===== src/rtl/dvfs_pkg.sv =====
// -----------------------------------------------------------------------------
// dvfs_pkg
// Shared definitions for the DVFS divided-clock consumer logic: level codes,
// divider bus width, switch FSM state encoding, and the helper that maps a
// level and a set of rising-edge strobes to a clock-enable value.
// -----------------------------------------------------------------------------
package dvfs_pkg;

  // Divider bus is {clk_div8, clk_div4, clk_div2}
  localparam int DIV_W = 3;

  localparam logic [1:0] LVL_FULL = 2'd0;
  localparam logic [1:0] LVL_DIV2 = 2'd1;
  localparam logic [1:0] LVL_DIV4 = 2'd2;
  localparam logic [1:0] LVL_DIV8 = 2'd3;

  typedef enum logic [1:0] {
    ST_IDLE     = 2'd0,
    ST_WAIT_BND = 2'd1,
    ST_DONE     = 2'd2
  } state_t;

  // Level 0 runs at full rate; every other level follows the rising edge
  // of the matching divider bit.
  function automatic logic sel_enable(input logic [1:0]       level,
                                      input logic [DIV_W-1:0] rise);
    logic en;
    en = 1'b0;
    case (level)
      LVL_FULL: en = 1'b1;
      LVL_DIV2: en = rise[0];
      LVL_DIV4: en = rise[1];
      LVL_DIV8: en = rise[2];
      default:  en = 1'b0;
    endcase
    return en;
  endfunction

endpackage


===== src/rtl/dvfs_edge_detect.sv =====
// -----------------------------------------------------------------------------
// dvfs_edge_detect
// Registers the divided-clock bus and reports rising edges per bit plus the
// common frame boundary (all dividers high -> all dividers low). The boundary
// cycle carries no rising edge on any bit, which is what makes it a safe
// point to change rate.
//
// Ports
//   clk_in      in   system clock
//   rst         in   asynchronous, active-high reset
//   i_div       in   {clk_div8, clk_div4, clk_div2} sampled in clk_in domain
//   o_rise      out  per-bit rising-edge strobe (combinational)
//   o_boundary  out  frame boundary strobe, prev==111 and now==000
// -----------------------------------------------------------------------------
module dvfs_edge_detect
  import dvfs_pkg::*;
(
  input  logic             clk_in,
  input  logic             rst,
  input  logic [DIV_W-1:0] i_div,
  output logic [DIV_W-1:0] o_rise,
  output logic             o_boundary
);

  logic [DIV_W-1:0] r_prev;

  always_ff @(posedge clk_in or posedge rst) begin
    if (rst) begin
      r_prev <= '0;
    end else begin
      r_prev <= i_div;
    end
  end

  assign o_rise     = i_div & ~r_prev;
  assign o_boundary = (r_prev == {DIV_W{1'b1}}) && (i_div == {DIV_W{1'b0}});

endmodule


===== src/rtl/dvfs_freq_switch.sv =====
// -----------------------------------------------------------------------------
// dvfs_freq_switch
// Consumer side of the DVFS divided-clock bus. Turns the sampled divider bus
// into a clean clock-enable stream at the selected level and changes level
// only on the common divider frame boundary, so no runt or doubled enable
// pulses appear across a switch. Level changes arrive on a valid/ready
// handshake from the DVFS policy controller.
//
// Ports
//   clk_in       in   system clock
//   rst          in   asynchronous, active-high reset
//   i_div_in     in   {clk_div8, clk_div4, clk_div2}
//   i_req_valid  in   level-change request valid
//   i_req_level  in   requested level (0=full, 1=/2, 2=/4, 3=/8)
//   o_req_ready  out  request can be accepted (IDLE)
//   o_cur_level  out  level currently driving o_clk_en
//   o_clk_en     out  registered enable, one pulse per selected rising edge
//   o_busy       out  switch in progress
//   o_done       out  one-cycle pulse, request completed
//   o_err        out  one-cycle pulse, request aborted on timeout
//
// state       | meaning
// ------------+---------------------------------------------------------
// ST_IDLE     | ready for a request; clk_en follows cur_level
// ST_WAIT_BND | target latched, waiting for the 111->000 frame boundary
// ST_DONE     | done pulse cycle, back to IDLE next
// -----------------------------------------------------------------------------
module dvfs_freq_switch
  import dvfs_pkg::*;
#(
  parameter logic [1:0] RESET_LEVEL = 2'd0,
  parameter int         TIMEOUT     = 64
) (
  input  logic             clk_in,
  input  logic             rst,
  input  logic [DIV_W-1:0] i_div_in,
  input  logic             i_req_valid,
  input  logic [1:0]       i_req_level,
  output logic             o_req_ready,
  output logic [1:0]       o_cur_level,
  output logic             o_clk_en,
  output logic             o_busy,
  output logic             o_done,
  output logic             o_err
);

  localparam int                TO_W    = $clog2(TIMEOUT + 1);
  localparam logic [TO_W-1:0]   TO_LAST = TO_W'(TIMEOUT - 1);

  logic [DIV_W-1:0] w_rise;
  logic             w_boundary;

  state_t           r_state;
  logic [1:0]       r_cur_level;
  logic [1:0]       r_tgt;
  logic [TO_W-1:0]  r_to_cnt;
  logic             r_clk_en;
  logic             r_ready;
  logic             r_busy;
  logic             r_done;
  logic             r_err;

  dvfs_edge_detect u_edge (
    .clk_in     (clk_in),
    .rst        (rst),
    .i_div      (i_div_in),
    .o_rise     (w_rise),
    .o_boundary (w_boundary)
  );

  // Ready, busy and done are registered as functions of the state being
  // entered, so they line up with r_state: ready==IDLE (except the first
  // cycle out of reset), busy==WAIT_BND|DONE, done==DONE.
  always_ff @(posedge clk_in or posedge rst) begin
    if (rst) begin
      r_state     <= ST_IDLE;
      r_cur_level <= RESET_LEVEL;
      r_tgt       <= RESET_LEVEL;
      r_to_cnt    <= '0;
      r_clk_en    <= 1'b0;
      r_ready     <= 1'b0;
      r_busy      <= 1'b0;
      r_done      <= 1'b0;
      r_err       <= 1'b0;
    end else begin
      r_done   <= 1'b0;
      r_err    <= 1'b0;
      // Selection uses the level in force during the detecting cycle; a
      // level applied at the boundary takes effect from the next cycle.
      r_clk_en <= sel_enable(r_cur_level, w_rise);

      case (r_state)
        ST_IDLE: begin
          r_ready <= 1'b1;
          if (r_ready && i_req_valid) begin
            r_tgt    <= i_req_level;
            r_to_cnt <= '0;
            r_ready  <= 1'b0;
            r_busy   <= 1'b1;
            if (i_req_level == r_cur_level) begin
              r_state <= ST_DONE;
              r_done  <= 1'b1;
            end else begin
              r_state <= ST_WAIT_BND;
            end
          end
        end

        ST_WAIT_BND: begin
          r_to_cnt <= r_to_cnt + TO_W'(1);
          // Boundary is checked first so a boundary on the last allowed
          // cycle still completes the switch.
          if (w_boundary) begin
            r_cur_level <= r_tgt;
            r_state     <= ST_DONE;
            r_done      <= 1'b1;
          end else if (r_to_cnt == TO_LAST) begin
            r_state <= ST_IDLE;
            r_err   <= 1'b1;
            r_busy  <= 1'b0;
            r_ready <= 1'b1;
          end
        end

        ST_DONE: begin
          r_state <= ST_IDLE;
          r_busy  <= 1'b0;
          r_ready <= 1'b1;
        end

        default: begin
          r_state <= ST_IDLE;
          r_busy  <= 1'b0;
          r_ready <= 1'b1;
        end
      endcase
    end
  end

  assign o_req_ready = r_ready;
  assign o_cur_level = r_cur_level;
  assign o_clk_en    = r_clk_en;
  assign o_busy      = r_busy;
  assign o_done      = r_done;
  assign o_err       = r_err;

endmodule


===== config.mk =====
export PLATFORM = sky130hd
export DESIGN_NAME = dvfs_freq_switch
export DESIGN_NICKNAME = d
export VERILOG_FILES = /design/src/rtl/dvfs_pkg.sv /design/src/rtl/dvfs_edge_detect.sv /design/src/rtl/dvfs_freq_switch.sv
export SDC_FILE = /design/constraint.sdc
export NUM_CORES = 1
export LEC_CHECK = 0
export ABC_AREA = 1
export CAP_MARGIN = 30
export CORE_UTILIZATION = 35
export CTS_CLUSTER_SIZE = 20
export DETAILED_ROUTE_END_ITERATION = 16
export GPL_ROUTABILITY_DRIVEN = 0
export SLEW_MARGIN = 10
export SYNTH_ARGS = -nofsm -noshare
export SYNTH_HDL_FRONTEND = slang
export SYNTH_SLANG_ARGS = --single-unit
export TNS_END_PERCENT = 20

===== constraint.sdc =====
create_clock -name clk_in -period 3 [get_ports clk_in]
set_input_delay 0.45 -clock clk_in [delete_from_list [all_inputs] [get_ports clk_in]]
set_output_delay 0.45 -clock clk_in [all_outputs]
set_load 0.05 [all_outputs]

## Word level (Yosys, flattened, before mapping)

Cells that the tools add are included.

- Bits in registers: 21
- Input bits: 8
- Logic and storage cells: 59

- Add/subtract/negate cells: 1
- Equality and inequality tests: 11
- Mux-type cells: 23
- Bitwise logic cells: 2
- Reduce and logical (&&, ||, !) cells: 12

Operators by type and width:

| kind | count |
|---|---|
| $pmux 7 s2 | 1 |
| $mux 1 | 12 |
| $reduce_and 2->1 | 5 |
| $mux 2 | 4 |
| $add 7x1->7 const B | 1 |
| $eq 7x6->1 const B | 1 |
| $mux 7 | 1 |
| $ne 2x2->1 const B | 3 |
| $pmux 1 s2 | 3 |
| $eq 2x1->1 const B | 2 |
| $eq 2x2->1 const B | 2 |
| $logic_not 2->1 | 2 |
| $pmux 1 s4 | 1 |
| $pmux 2 s2 | 1 |
| $and 3x3->3 | 1 |
| $eq 3x3->1 const B | 1 |
| $logic_not 3->1 | 1 |
| $ne 3x2->1 const B | 1 |
| $not 3->3 | 1 |
| $reduce_and 3->1 | 1 |
| $eq 2x2->1 | 1 |
| $logic_and 1x1->1 | 2 |
| $reduce_bool 2->1 | 1 |

## Longest topological paths before layout

- Word-level depth: 4
- Depth in mapped cells: 8

## By module

Synthesis repeated with hierarchy kept, for this count alone.

- Cell total of the unflattened synthesis: 115
- Area total of the unflattened synthesis: 987.2 um2

Modules (own cells, without submodules):

| module | instances | cells each | area an instance (um2) | seq. area each (um2) |
|---|---|---|---|---|
| dvfs_freq_switch | 1 | 101 | 867.1 | 450.4 |
| dvfs_edge_detect | 1 | 14 | 120.1 | 75.1 |

## Least setup slack after synthesis

OpenSTA, ideal clock, no wires.

- Path kind: reg-to-reg
- Start point: register r_ready (netlist: o_req_ready)
- End point: register r_to_cnt[3]
- Setup time: 0.131 ns
- Arrival time: 1.136 ns
- Required time: 2.869 ns
- Setup slack: 1.734 ns
- Cell stages (with the launch flop): 4
- Cell sequence: dfrtp_1 > nand2_1 > a21oi_2 > o22ai_1

- Word-level cells in the longest chain between the ends: 3

Ends and longest elaborated chain:

| what | line | RTL |
|---|---|---|
| from (decl) | dvfs_freq_switch.sv:58 | `logic r_ready;` |
| from (signal assigned) | dvfs_freq_switch.sv:81 | `r_ready <= 1'b0;` |
| from (signal assigned) | dvfs_freq_switch.sv:94 | `r_ready <= 1'b1;` |
| from (signal assigned) | dvfs_freq_switch.sv:98 | `r_ready <= 1'b0;` |
| $logic_and 1x1->1 | dvfs_freq_switch.sv:95 | `if (r_ready && i_req_valid) begin` |
| $ne 2x2->1 (no line) | -- |  |
| $reduce_and 2->1 (no line) | -- |  |
| to (signal assigned) | dvfs_freq_switch.sv:110 | `r_to_cnt <= r_to_cnt + TO_W'(1);` |
| to (decl) | dvfs_freq_switch.sv:56 | `logic [TO_W-1:0] r_to_cnt;` |

No other way between the ends.
A chain may end at the register's enable or synchronous reset.

## Final worst setup path

- Start point: register r_cur_level[0] (netlist: o_cur_level[0])
- End point: output port o_cur_level[0]

RTL lines:

| what | line | RTL |
|---|---|---|
| from (decl) | dvfs_freq_switch.sv:54 | `logic [1:0] r_cur_level;` |
| from (signal assigned) | dvfs_freq_switch.sv:114 | `r_cur_level <= r_tgt;` |
| to (decl) | dvfs_freq_switch.sv:40 | `output logic [1:0] o_cur_level,` |

No word-level cell between the ends.

==> results.cfg <==
[synthesis]
yosysWarningCount = 0
syn_area_per_cell_um2 = 8.74
yosysUniqueCellTypes = 21
synthCells = 112
syn_area_um2 = 978
synth_nets = 121
ys_ff_latch = 21
yosysSeqAreaShare = 0.537

[final_layout]
antenna_cells = 0
drive_gt1_frac = 0.123
syn_to_final_growth_pct = 21.0
n_fill_cell = 265
num-nets-final = 140
layoutNonFillerInstCount = 160

[clock_network]
cts_hold_buf = 0
cts_root_buffer = clkbuf_4
cts_buffers = 3
numClockSinks = 21
htreeDepth = 1
clock_path_buffers = 2
clk_latency_ns = 0.30
ctsResizeCount = 0
cts_tree = yes
clkTransAtPathRegs_ns = 0.12
post-cts-setup-buffers = 0

[drt]
route.detailed.drc = 0
drt_first_pass_iters = 4
drt_iter0_drc = 13
ant_nets = 0
drt-wirelength-per-cell_um = 10.7
viasPerCell = 4.74
via_count = 758
wl_mm = 1.71

[global_routing]
grt_max_degree = 22
grt_pass1_vias = 722
grt_usage = 0.142
grt_pass1_wl_mm = 2.97
grt_overflow = 0
antenna_found_initial = 0

[power_and_ir_drop]
p_leak_nw = 0.590
powerDensity_nw_per_um2 = 858
design_power_total_mw = 1.02
ir_drop_mv = 0.494

[setup_path]
end_kind = primary output
setup.worst_path.class = flip-flop to primary output
critPathTopFamily = buffers and inverters
cp-start-kind = flip-flop
crit_slowest_cell = clkdlybuf4s50_1
path_buf_inv = 1
worstPathRequired_ns = 2.55
worstPathCellList = clkdlybuf4s50_1
worst-path-max-fanout = 6
crit_arrival_ns = 1.59
cpPeakStageDelay_ns = 0.84

[sta]
final-hold-violation-count = 0
fin_crit_ns = 2.04
drv_slew = 0
slew_headroom = 0.475
period_share = 0.681
worst_pin_slew_ns = 0.787
whs_ns = 0.496
max_freq_ghz = 0.490
finalClockSkew_ns = 0.00411
setup_viol = 0
rsz0062_at_grt = no
tns_ns = 0

[status]
outcome = completed

[placement]
io_buffers = 14
place.detailed.instances = 156
dp_hpwl_mm = 1.25

[die]
io_pins = 15
rows = 18
dieArea_um2 = 3010
core_area_um2 = 2570
die_y_um = 54.9
die_w_um = 54.9
start_util = 0.381

[flow_run]
drv_cap = 0

[min_path]
hp-class = flip-flop to flip-flop
cell type report:
| class | count | area (um^2) | area share |
|---|---|---|---|
| sequential | 21 | 526 | 0.444 |
| multi-input combinational | 75 | 393 | 0.332 |
| timing repair buffer | 14 | 140 | 0.118 |
| inverter | 16 | 60.1 | 0.0507 |
| tap | 30 | 37.5 | 0.0317 |
| clock buffer | 3 | 22.5 | 0.0190 |
| clock inverter | 1 | 5.00 | 0.00423 |
report_power, final:
group | switching [mW] | internal, mW | leakage [nW] | total [mW]
combinational | 0.289 | 0.160 | 0.309 | 0.449
sequential | 0.0649 | 0.365 | 0.262 | 0.430
clock | 0.0876 | 0.0498 | 0.0177 | 0.137
total | 0.442 | 0.574 | 0.590 | 1.02
synth_stat cells, drive strengths merged:
cell type	count	area (um^2)
a21oi	6	37.5
dfrtp	21	526
ha	1	12.5
inv	16	60.1
nand2	38	148
nand3	6	47.6
nor2	10	63.8
nor3	1	5.00
o21ai	8	40.0
o22ai	2	12.5
o311ai	1	8.76
xnor2	2	17.5
worst paths after layout:
check	from	endpoint	slack, ns	cells after the start
max reg2reg	r_to_cnt[0]	o_busy	1.69	8
max	o_cur_level[0]	o_cur_level[0]	0.96	1
min reg2reg	o_busy	o_busy	0.50	2
min in group asynchronous	rst	o_clk_en	0.57	2
max in group asynchronous	rst	r_to_cnt[4]	1.93	2
min	o_busy	o_busy	0.50	2
cell families (layout without fill, tap and decap cells):
family,after synthesis,in the layout,share of synthesized area
simple gates,55,55,0.270
flops,21,21,0.537
compound gates,17,17,0.101
buf+inv,16,34,0.0614
xor+xnor,2,2,0.0179
fa+ha+maj,1,1,0.0128
cells in the final DEF (no fill, tap or decap):
cell             Yosys  layout
nand2_1             36      36
dfrtp_1             21      21
clkdlybuf4s50_1      0      14
inv_1               13      13
nor2_1               7       7
o21ai_0              5       5
nand3_1              4       4
a21oi_1              4       4
inv_2                3       3
o21ai_1              3       3
clkbuf_4             0       3
a21oi_2              2       2
nand2_2              2       2
xnor2_1              2       2
o22ai_1              2       2
nor2_2               1       1
nand3_2              1       1
nor2_8               1       1
nand3_4              1       1
nor2_4               1       1
o311ai_0             1       1
nor3_1               1       1
ha_1                 1       1
clkinv_2             0       1
through the flow:
stage	setup slack (ns)	instance area [um^2]	utilization
detailed placement	1.31	1160	0.450
CTS	0.946	1180	0.461
finish	0.957	1180	0.461
floorplan	1.73	978	-
global route	0.879	1180	0.461
global placement	1.31	1160	0.450
flip-flops by register name, indices dropped and copies added, names as in the netlist:
signal and count:
o_busy 1, r_to_cnt 7, o_req_ready 1, u_edge.r_prev 3, r_state 2, o_cur_level 2
o_err 1, r_tgt 2, o_done 1, o_clk_en 1
layer usage:
metal / vias to the layer above / global-route usage / wire length (um)
li1: 391 / - / -
met4: 0 / 0.0342 / 17
met3: 4 / 0.0528 / 94
met1: 341 / 0.173 / 773
met2: 22 / 0.235 / 820
met5: - / 0 / 0
tightest hold or removal path, cell delays in order, from the launching register on:
cell and delay [ns]:
dfrtp_1 0.37, nand2_1 0.05, nand2_1 0.05
(Power assumes the default switching activity.)
